$ cat src/rtl/dmem_arbiter.sv
// rtl/dmem_arbiter.sv - round-robin data-memory arbiter for scalar and vector requesters
module dmem_arbiter #(
    parameter int RD_LAT = 1,
    parameter int CNT_W  = 16
) (
    input  logic               clk_i,
    input  logic               rst_n_i,
    input  logic               upg_mode_i,
    input  logic               r0_valid_i,
    output logic               r0_ready_o,
    input  logic               r0_wen_i,
    input  logic [13:0]        r0_adr_i,
    input  logic [31:0]        r0_dat_i,
    output logic               r0_rvalid_o,
    output logic [31:0]        r0_rdat_o,
    input  logic               r1_valid_i,
    output logic               r1_ready_o,
    input  logic               r1_wen_i,
    input  logic [11:0]        r1_adr_i,
    input  logic [127:0]       r1_dat_i,
    output logic               r1_rvalid_o,
    output logic [127:0]       r1_rdat_o,
    output logic [13:0]        mem_adr_o,
    output logic               mem_wen_32_o,
    output logic               mem_wen_128_o,
    output logic [31:0]        mem_dat_32_o,
    output logic [127:0]       mem_dat_128_o,
    input  logic [31:0]        mem_rdat_32_i,
    input  logic [127:0]       mem_rdat_128_i,
    output logic               busy_o,
    output logic [CNT_W-1:0]   conflict_cnt_o
);

    typedef enum logic [1:0] {
        ST_RUN   = 2'd0,
        ST_DRAIN = 2'd1,
        ST_HOLD  = 2'd2
    } state_t;

    state_t              state_q, state_d;
    logic                last_q, last_d;    // 1: r1 won the last grant
    logic [RD_LAT-1:0]   vld_q, vld_d;      // read token valid per pipeline stage
    logic [RD_LAT-1:0]   id_q, id_d;        // read token owner per stage (1 = r1)
    logic [CNT_W-1:0]    cnt_q, cnt_d;
    logic                grant_en, gnt0, gnt1, rd_issue, busy;

    // Grant decision: only in RUN with the programmer idle; ties go to whoever did not win last
    always_comb begin
        grant_en = rst_n_i && (state_q == ST_RUN) && !upg_mode_i;
        gnt0     = grant_en && r0_valid_i && (!r1_valid_i || last_q);
        gnt1     = grant_en && r1_valid_i && (!r0_valid_i || !last_q);
        rd_issue = (gnt0 && !r0_wen_i) || (gnt1 && !r1_wen_i);
        busy     = |vld_q;
    end

    // Read token pipeline shift and round-robin pointer update
    always_comb begin
        vld_d    = '0;
        id_d     = '0;
        vld_d[0] = rd_issue;
        id_d[0]  = gnt1;
        for (int i = 1; i < RD_LAT; i++) begin
            vld_d[i] = vld_q[i-1];
            id_d[i]  = id_q[i-1];
        end
        last_d = last_q;
        if (gnt0) begin
            last_d = 1'b0;
        end else if (gnt1) begin
            last_d = 1'b1;
        end
    end

    // Ownership FSM: leave RUN when the programmer takes the memory, drain reads, then hold
    always_comb begin
        state_d = state_q;
        case (state_q)
            ST_RUN: begin
                if (upg_mode_i) begin
                    state_d = busy ? ST_DRAIN : ST_HOLD;
                end
            end
            ST_DRAIN: begin
                if (!upg_mode_i) begin
                    state_d = ST_RUN;
                end else if (!busy) begin
                    state_d = ST_HOLD;
                end
            end
            ST_HOLD: begin
                if (!upg_mode_i) begin
                    state_d = ST_RUN;
                end
            end
            default: state_d = ST_RUN;
        endcase
    end

    // Saturating count of RUN cycles in which both requesters compete
    always_comb begin
        cnt_d = cnt_q;
        if ((state_q == ST_RUN) && r0_valid_i && r1_valid_i && (cnt_q != {CNT_W{1'b1}})) begin
            cnt_d = cnt_q + {{(CNT_W-1){1'b0}}, 1'b1};
        end
    end

    // State registers; a reset discards every read still in flight
    always_ff @(posedge clk_i or negedge rst_n_i) begin
        if (!rst_n_i) begin
            state_q <= ST_RUN;
            last_q  <= 1'b1;
            vld_q   <= '0;
            id_q    <= '0;
            cnt_q   <= '0;
        end else begin
            state_q <= state_d;
            last_q  <= last_d;
            vld_q   <= vld_d;
            id_q    <= id_d;
            cnt_q   <= cnt_d;
        end
    end

    // Memory drive in the grant cycle and response steering at pipeline exit
    always_comb begin
        r0_ready_o     = gnt0;
        r1_ready_o     = gnt1;
        mem_adr_o      = gnt0 ? r0_adr_i : (gnt1 ? {2'b00, r1_adr_i} : 14'd0);
        mem_wen_32_o   = gnt0 && r0_wen_i;
        mem_wen_128_o  = gnt1 && r1_wen_i;
        mem_dat_32_o   = gnt0 ? r0_dat_i : 32'd0;
        mem_dat_128_o  = gnt1 ? r1_dat_i : 128'd0;
        r0_rvalid_o    = vld_q[RD_LAT-1] && !id_q[RD_LAT-1];
        r1_rvalid_o    = vld_q[RD_LAT-1] && id_q[RD_LAT-1];
        r0_rdat_o      = r0_rvalid_o ? mem_rdat_32_i : 32'd0;
        r1_rdat_o      = r1_rvalid_o ? mem_rdat_128_i : 128'd0;
        busy_o         = busy;
        conflict_cnt_o = cnt_q;
    end

endmodule
$ cat config.mk
export PLATFORM = sky130hd
export DESIGN_NAME = dmem_arbiter
export DESIGN_NICKNAME = d
export VERILOG_FILES = /design/src/rtl/dmem_arbiter.sv
export SDC_FILE = /design/constraint.sdc
export NUM_CORES = 1
export LEC_CHECK = 0
export ABC_AREA = 1
export ABC_CLOCK_PERIOD_IN_PS = 1810
export CELL_PAD_IN_SITES_DETAIL_PLACEMENT = 1
export CELL_PAD_IN_SITES_GLOBAL_PLACEMENT = 2
export CORE_AREA = 2 2 277 279
export DETAILED_ROUTE_END_ITERATION = 8
export DIE_AREA = 0 0 279 281
export DONT_BUFFER_PORTS = 1
export PLACE_DENSITY_LB_ADDON = 0.12
export SLEW_MARGIN = 20
export SYNTH_ARGS = -nofsm -noshare
export SYNTH_HDL_FRONTEND = slang
export SYNTH_SLANG_ARGS = --single-unit
$ cat constraint.sdc
create_clock -name clk_i -period 1.81 [get_ports clk_i]
set_input_delay 0.543 -clock clk_i [delete_from_list [all_inputs] [get_ports clk_i]]
set_output_delay 0.543 -clock clk_i [all_outputs]
set_load 0.03 [all_outputs]
======== Word-level counts from Yosys, hierarchy flattened ========
Cells that the tools add are included.
cells by class
  muxes and demuxes ....................... 14
  eq/ne operators ......................... 6
  reductions and logical operators ........ 28
  add/subtract/negate cells ............... 1
operators with widths
  cell                                                                    number
  128-bit two-way mux                                                     2
  32-bit two-way mux                                                      2
  16-bit by 1-bit adder with 16-bit output (second input constant)        1
  16-bit != test (second input constant)                                  1
  1-bit logical AND                                                       15
  14-bit two-way mux                                                      1
  12-bit two-way mux                                                      1
  2-bit two-way mux                                                       5
  1-bit zero test                                                         7
  2-bit one-hot mux with 3 select lines                                   1
  2-bit != test (second input constant)                                   2
  1-bit logical OR                                                        3
  3-bit != test (second input constant)                                   1
  3-bit AND reduction                                                     1
  2-bit by 1-bit equality test with 1-bit output (second input constant)  1
  2-bit equality test (second input constant)                             1
  2-bit zero test                                                         1
  1-bit two-way mux                                                       2
  2-bit nonzero test                                                      1
word-level totals
  output and inout port bits .............. 357
  logic and storage cells ................. 54
  register bits ........................... 21

======== Logic depth before layout (Yosys ltp) ========
  word-level depth ........................ 7
  depth in mapped cells ................... 10

======== Worst setup path before layout ========
Ideal clock, no wire load.
  kind .................................... reg2out
  start ................................... reg vld_q (netlist: busy_o)
  end ..................................... out r0_rdat_o[10]
  cell stages (with the launch flop) ...... 6
  setup slack ............................. -0.621 ns
  arrival time ............................ 1.888 ns
  path through ............................ dfrtp_1 inv_1 nor2_1 inv_1 clkbuf_1 nor2_1
between the ends
  word-level cells in the longest chain between the ends .. 2
ends and longest elaborated chain
  what                    line  RTL
  start, declared         42    logic [RD_LAT-1:0] vld_q, vld_d;
  start signal, assigned  118   vld_q <= vld_d;
  1-bit logical AND       133   r0_rvalid_o = vld_q[RD_LAT-1] && !id_q[RD_LAT-1];
  net r0_rvalid_o         14    output logic r0_rvalid_o,
  32-bit two-way mux      135   r0_rdat_o = r0_rvalid_o ? mem_rdat_32_i : 32'd0;
  end, declared           15    output logic [31:0] r0_rdat_o,
The timed path passes the listed nets, and every way through them passes these cells.

======== Worst setup path in the final report ========
  start ................................... reg state_q[1]
  end ..................................... out mem_dat_32_o[20]
between the ends
  word-level cells in the longest chain between the ends .. 6
ends and longest elaborated chain
  what                             line  RTL
  start, declared                  40    state_t state_q, state_d;
  start signal, assigned           116   state_q <= state_d;
  2-bit zero test                  49    grant_en = rst_n_i && (state_q == ST_RUN) && !upg_mode_i;
  1-bit logical AND (2 in series)  49
  1-bit logical AND (2 in series)  50    gnt0 = grant_en && r0_valid_i && (!r1_valid_i || last_q);
  32-bit two-way mux               131   mem_dat_32_o = gnt0 ? r0_dat_i : 32'd0;
  end, declared                    26    output logic [31:0] mem_dat_32_o,
No other way between the ends.

==> results.md <==
## Run status
• result of the run: complete, but fails checks
• violated checks: setup timing

## Setup path
• Crit path arrival time: 1.79 ns
• crit-path cells: nor2_2, inv_2, nor2_4, nand2_2, inv_4, nand2_8, buf_12, buf_8, nor2_4, buf_6
• dominant delay contributor by cell family on the critical path: buffers and inverters
• crit path launch type: register
• dominant cell type by count on the critical path: sky130_fd_sc_hd__nor2_4
• crit path kind: reg2out
• longest individual stage delay on the worst path: 0.40 ns
• CP Data Required Time: 1.27 ns
• combined buffer and inverter count along the critical path: 5
• maximum net fanout on the critical path: 8
• nature of the critical path endpoint: output pin
• slowest stage cell on the critical path: sky130_fd_sc_hd__dfrtp_1

## Power and ir drop
• Pleak: 0.00589 uW
• overall power consumption: 3380 uW
• combinational cell fraction of total power: 65.6%
• share of power burned in the clock network: 15.4%
• Sw Pwr: 1750 uW
• Int Power: 1640 uW
• power per unit of standard cell area: 284 nW/um2
• sequential group share of total power: 19.1%
• Peak supply drop: 0.389 mV
• Switching Share: 51.6%

## CTS
• latest clock arrival within the worst-skew pair: 0.27 ns
• clock root buffer: sky130_fd_sc_hd__clkbuf_16
• maximum count of clock buffers along a single path: 2
• clk sink count: 21
• Reg clk slew, reported paths: 0.07 ns
• total number of H-tree levels: 1
• clock tree from TritonCTS: done
• Inserted Clock Buffers: 3

## Yosys
• Avg Cell Area, Syn: 4.49 um2
• Mapped Nets: 1,261
• Synth warnings: 0
• Yosys reg bits: 21
• register area share after synthesis: 12.9%
• number of distinct library cells after synthesis: 27
• cells after synthesis: 907
• Netlist Area Pre-Place: 4070 um2

## Floorplan
• die span in x: 279 um
• site row count: 101
• starting density of the core: 5.39%
• Ports: 710
• die area: 78,400 um2
• area of the placeable core: 75,400 um2
• chip height: 281 um

## Finish
• final standard cell utilization of the core: 15.8%
• commonest non-fill, non-tap cells in the layout: sky130_fd_sc_hd__inv_1 (342), sky130_fd_sc_hd__nor2_4 (227), sky130_fd_sc_hd__buf_6 (171), sky130_fd_sc_hd__buf_4 (134)
• count of fill cells added during filler insertion: 8,953
• Final #Nets: 1,603
• fraction of layout instances using a drive strength above 1: 59.0%
• area overhead of the layout relative to synthesis: 193%
• most frequent standard cell in the layout excluding fill and tap cells: sky130_fd_sc_hd__inv_1
• design area: 11,900 um2

## STA
• final hold slack: 0.0814 ns
• final hold viol count: 0
• Total Neg Setup Slack: -131.10 ns
• worst clock skew: 0.00407 ns
• final setup vio count: 340
• Period minus WS final: 2.34 ns
• final cycle utilization of the critical path: 129%
• worst max-slew margin expressed relative to the limit: 53.5%
• unrepaired setup endpoints after global routing: yes
• final setup margin: -0.526 ns
• slew of the pin with the lowest slew margin: 0.696 ns
• maximum achievable frequency: 428 MHz
• Max Transition Viols Final: 0

## Drt
• via density per instance: 2.93
• DRC violation count after routing: 0
• DRT iter0 DRCs: 116
• WL per Instance: 16.6 um
• overall via count from detail_route: 6,528
• first-pass detailed-route iteration total: 4
• post-route antenna net violation count: 0
• final WL: 37,000 um

## GRT
• antenna violations before repair: 2
• number of global-route vias before repair: 6,933
• largest net degree at the start of global routing: 32
• first-pass GRT wire length: 47,200 um
• GRT Residual Overflow: 0
• overall track demand over capacity in global routing: 8.21%

## Worst hold path
• type of the most critical hold path: in2async

## Run
• maximum capacitance violations: 0

## Placement
• number of buffers inserted by port buffering: 0
• half-perimeter wire length after detailed placement: 30,000 um
• placed instance area: 8980 um2
• Final Wtd Congestion: 0.737

[power groups by stage]
stage	logic (uW)	clock network, uW	registers, uW
floorplan	1020	0	812
CTS	2120	559	650
global route	2380	572	660
detailed placement	1800	0	659
global placement	1810	0	660
finish	2220	520	645
[worst paths after layout]
| path | depth (start not counted) | end | startpoint | slack [ns] |
|---|---|---|---|---|
| max reg2reg | 8 | conflict_cnt_o[11]$_DFFE_PN0P_ | conflict_cnt_o[0]$_DFFE_PN0P_ | 0.05 |
| max | 10 | mem_dat_32_o[20] | state_q[1]$_DFFE_PN0P_ | -0.53 |
| min | 1 | conflict_cnt_o[10]$_DFFE_PN0P_ | rst_n_i | 0.08 |
| min in group clk_i | 1 | busy_o$_DFF_PN0_ | r0_wen_i | 0.42 |
| min reg2reg | 2 | last_q$_DFFE_PN1P_ | last_q$_DFFE_PN1P_ | 0.52 |
| max in group asynchronous | 1 | id_q$_DFF_PN0_ | rst_n_i | 1.57 |
[stage by stage]
step	instances	setup WS (ns)
after floorplan	907	-0.239
after global placement	2167	-0.324
after detailed placement	2167	-0.321
after CTS	2210	-0.551
after global routing	2228	-0.634
final	2228	-0.526
[flip-flops by register name, summed over array words and instances, names as in the netlist]
| name | flops |
|---|---|
| last_q | 1 |
| state_q | 2 |
| conflict_cnt_o | 16 |
| id_q | 1 |
| busy_o | 1 |
[layout make-up]
class                   count  area (um2)  area share, %
clock inverters             1        5.00         0.0420
diodes                      2        5.00         0.0420
multi-input cells         499        4310           36.1
flip-flops and latches     21         529           4.44
repair buffers            372        4410           37.0
inverters                 352        1370           11.5
clock buffers               3        75.1          0.630
well taps                 978        1220           10.3
[repair_timing]
| action | CTS | global route |
|---|---|---|
| setup endpoints to repair | 341 | 349 |
| endpoints found under the hold margin | 20 | 0 |
| hold buffers | 1 | 0 |
| pin swaps | 17 | 24 |
| setup buffers | 25 | 10 |
| cloned | 13 | 11 |
| gates resized for setup | 245 | 246 |
[synthesized netlist by cell type]
library cell	n	area, um2
sky130_fd_sc_hd__a21boi_1	1	7.51
sky130_fd_sc_hd__a21oi_1	1	5.00
sky130_fd_sc_hd__buf_2	15	75.1
sky130_fd_sc_hd__buf_4	2	15.0
sky130_fd_sc_hd__buf_6	3	33.8
sky130_fd_sc_hd__clkbuf_1	17	63.8
sky130_fd_sc_hd__dfrtp_1	20	500
sky130_fd_sc_hd__dfstp_2	1	26.3
sky130_fd_sc_hd__ha_1	1	12.5
sky130_fd_sc_hd__inv_1	345	1290
sky130_fd_sc_hd__inv_2	7	26.3
sky130_fd_sc_hd__nand2_1	104	390
sky130_fd_sc_hd__nand2_2	5	31.3
sky130_fd_sc_hd__nand2_4	3	33.8
sky130_fd_sc_hd__nand3_1	10	50.1
sky130_fd_sc_hd__nand3_2	1	10.0
sky130_fd_sc_hd__nand4_1	7	43.8
sky130_fd_sc_hd__nor2_1	343	1290
sky130_fd_sc_hd__nor2_2	5	31.3
sky130_fd_sc_hd__nor2_4	2	22.5
sky130_fd_sc_hd__nor3_1	1	5.00
sky130_fd_sc_hd__nor3_4	1	16.3
sky130_fd_sc_hd__o21ai_0	4	20.0
sky130_fd_sc_hd__o21ai_2	3	26.3
sky130_fd_sc_hd__o22ai_1	1	6.26
sky130_fd_sc_hd__o31ai_1	1	7.51
sky130_fd_sc_hd__xnor2_1	3	26.3
[cells by family after synthesis]
family / count (synthesis) / synth area share [%]
AO/OA/AOI/OAI: 11 / 1.78
AND/OR/NAND/NOR: 482 / 47.2
flip-flops: 21 / 12.9
XOR/XNOR: 3 / 0.646
buffers and inverters: 389 / 37.1
adder cells (fa/ha/maj): 1 / 0.307
[metal layers]
metal  GRT usage, %  share of wire (%)  wire [um]
met5              0                  0          0
met4           1.61                1.6        603
met3           2.39                7.8       2880
met2           17.4                 59      21900
met1           7.58                 31      11600
Note: power is estimated with default switching activity, not from simulation.
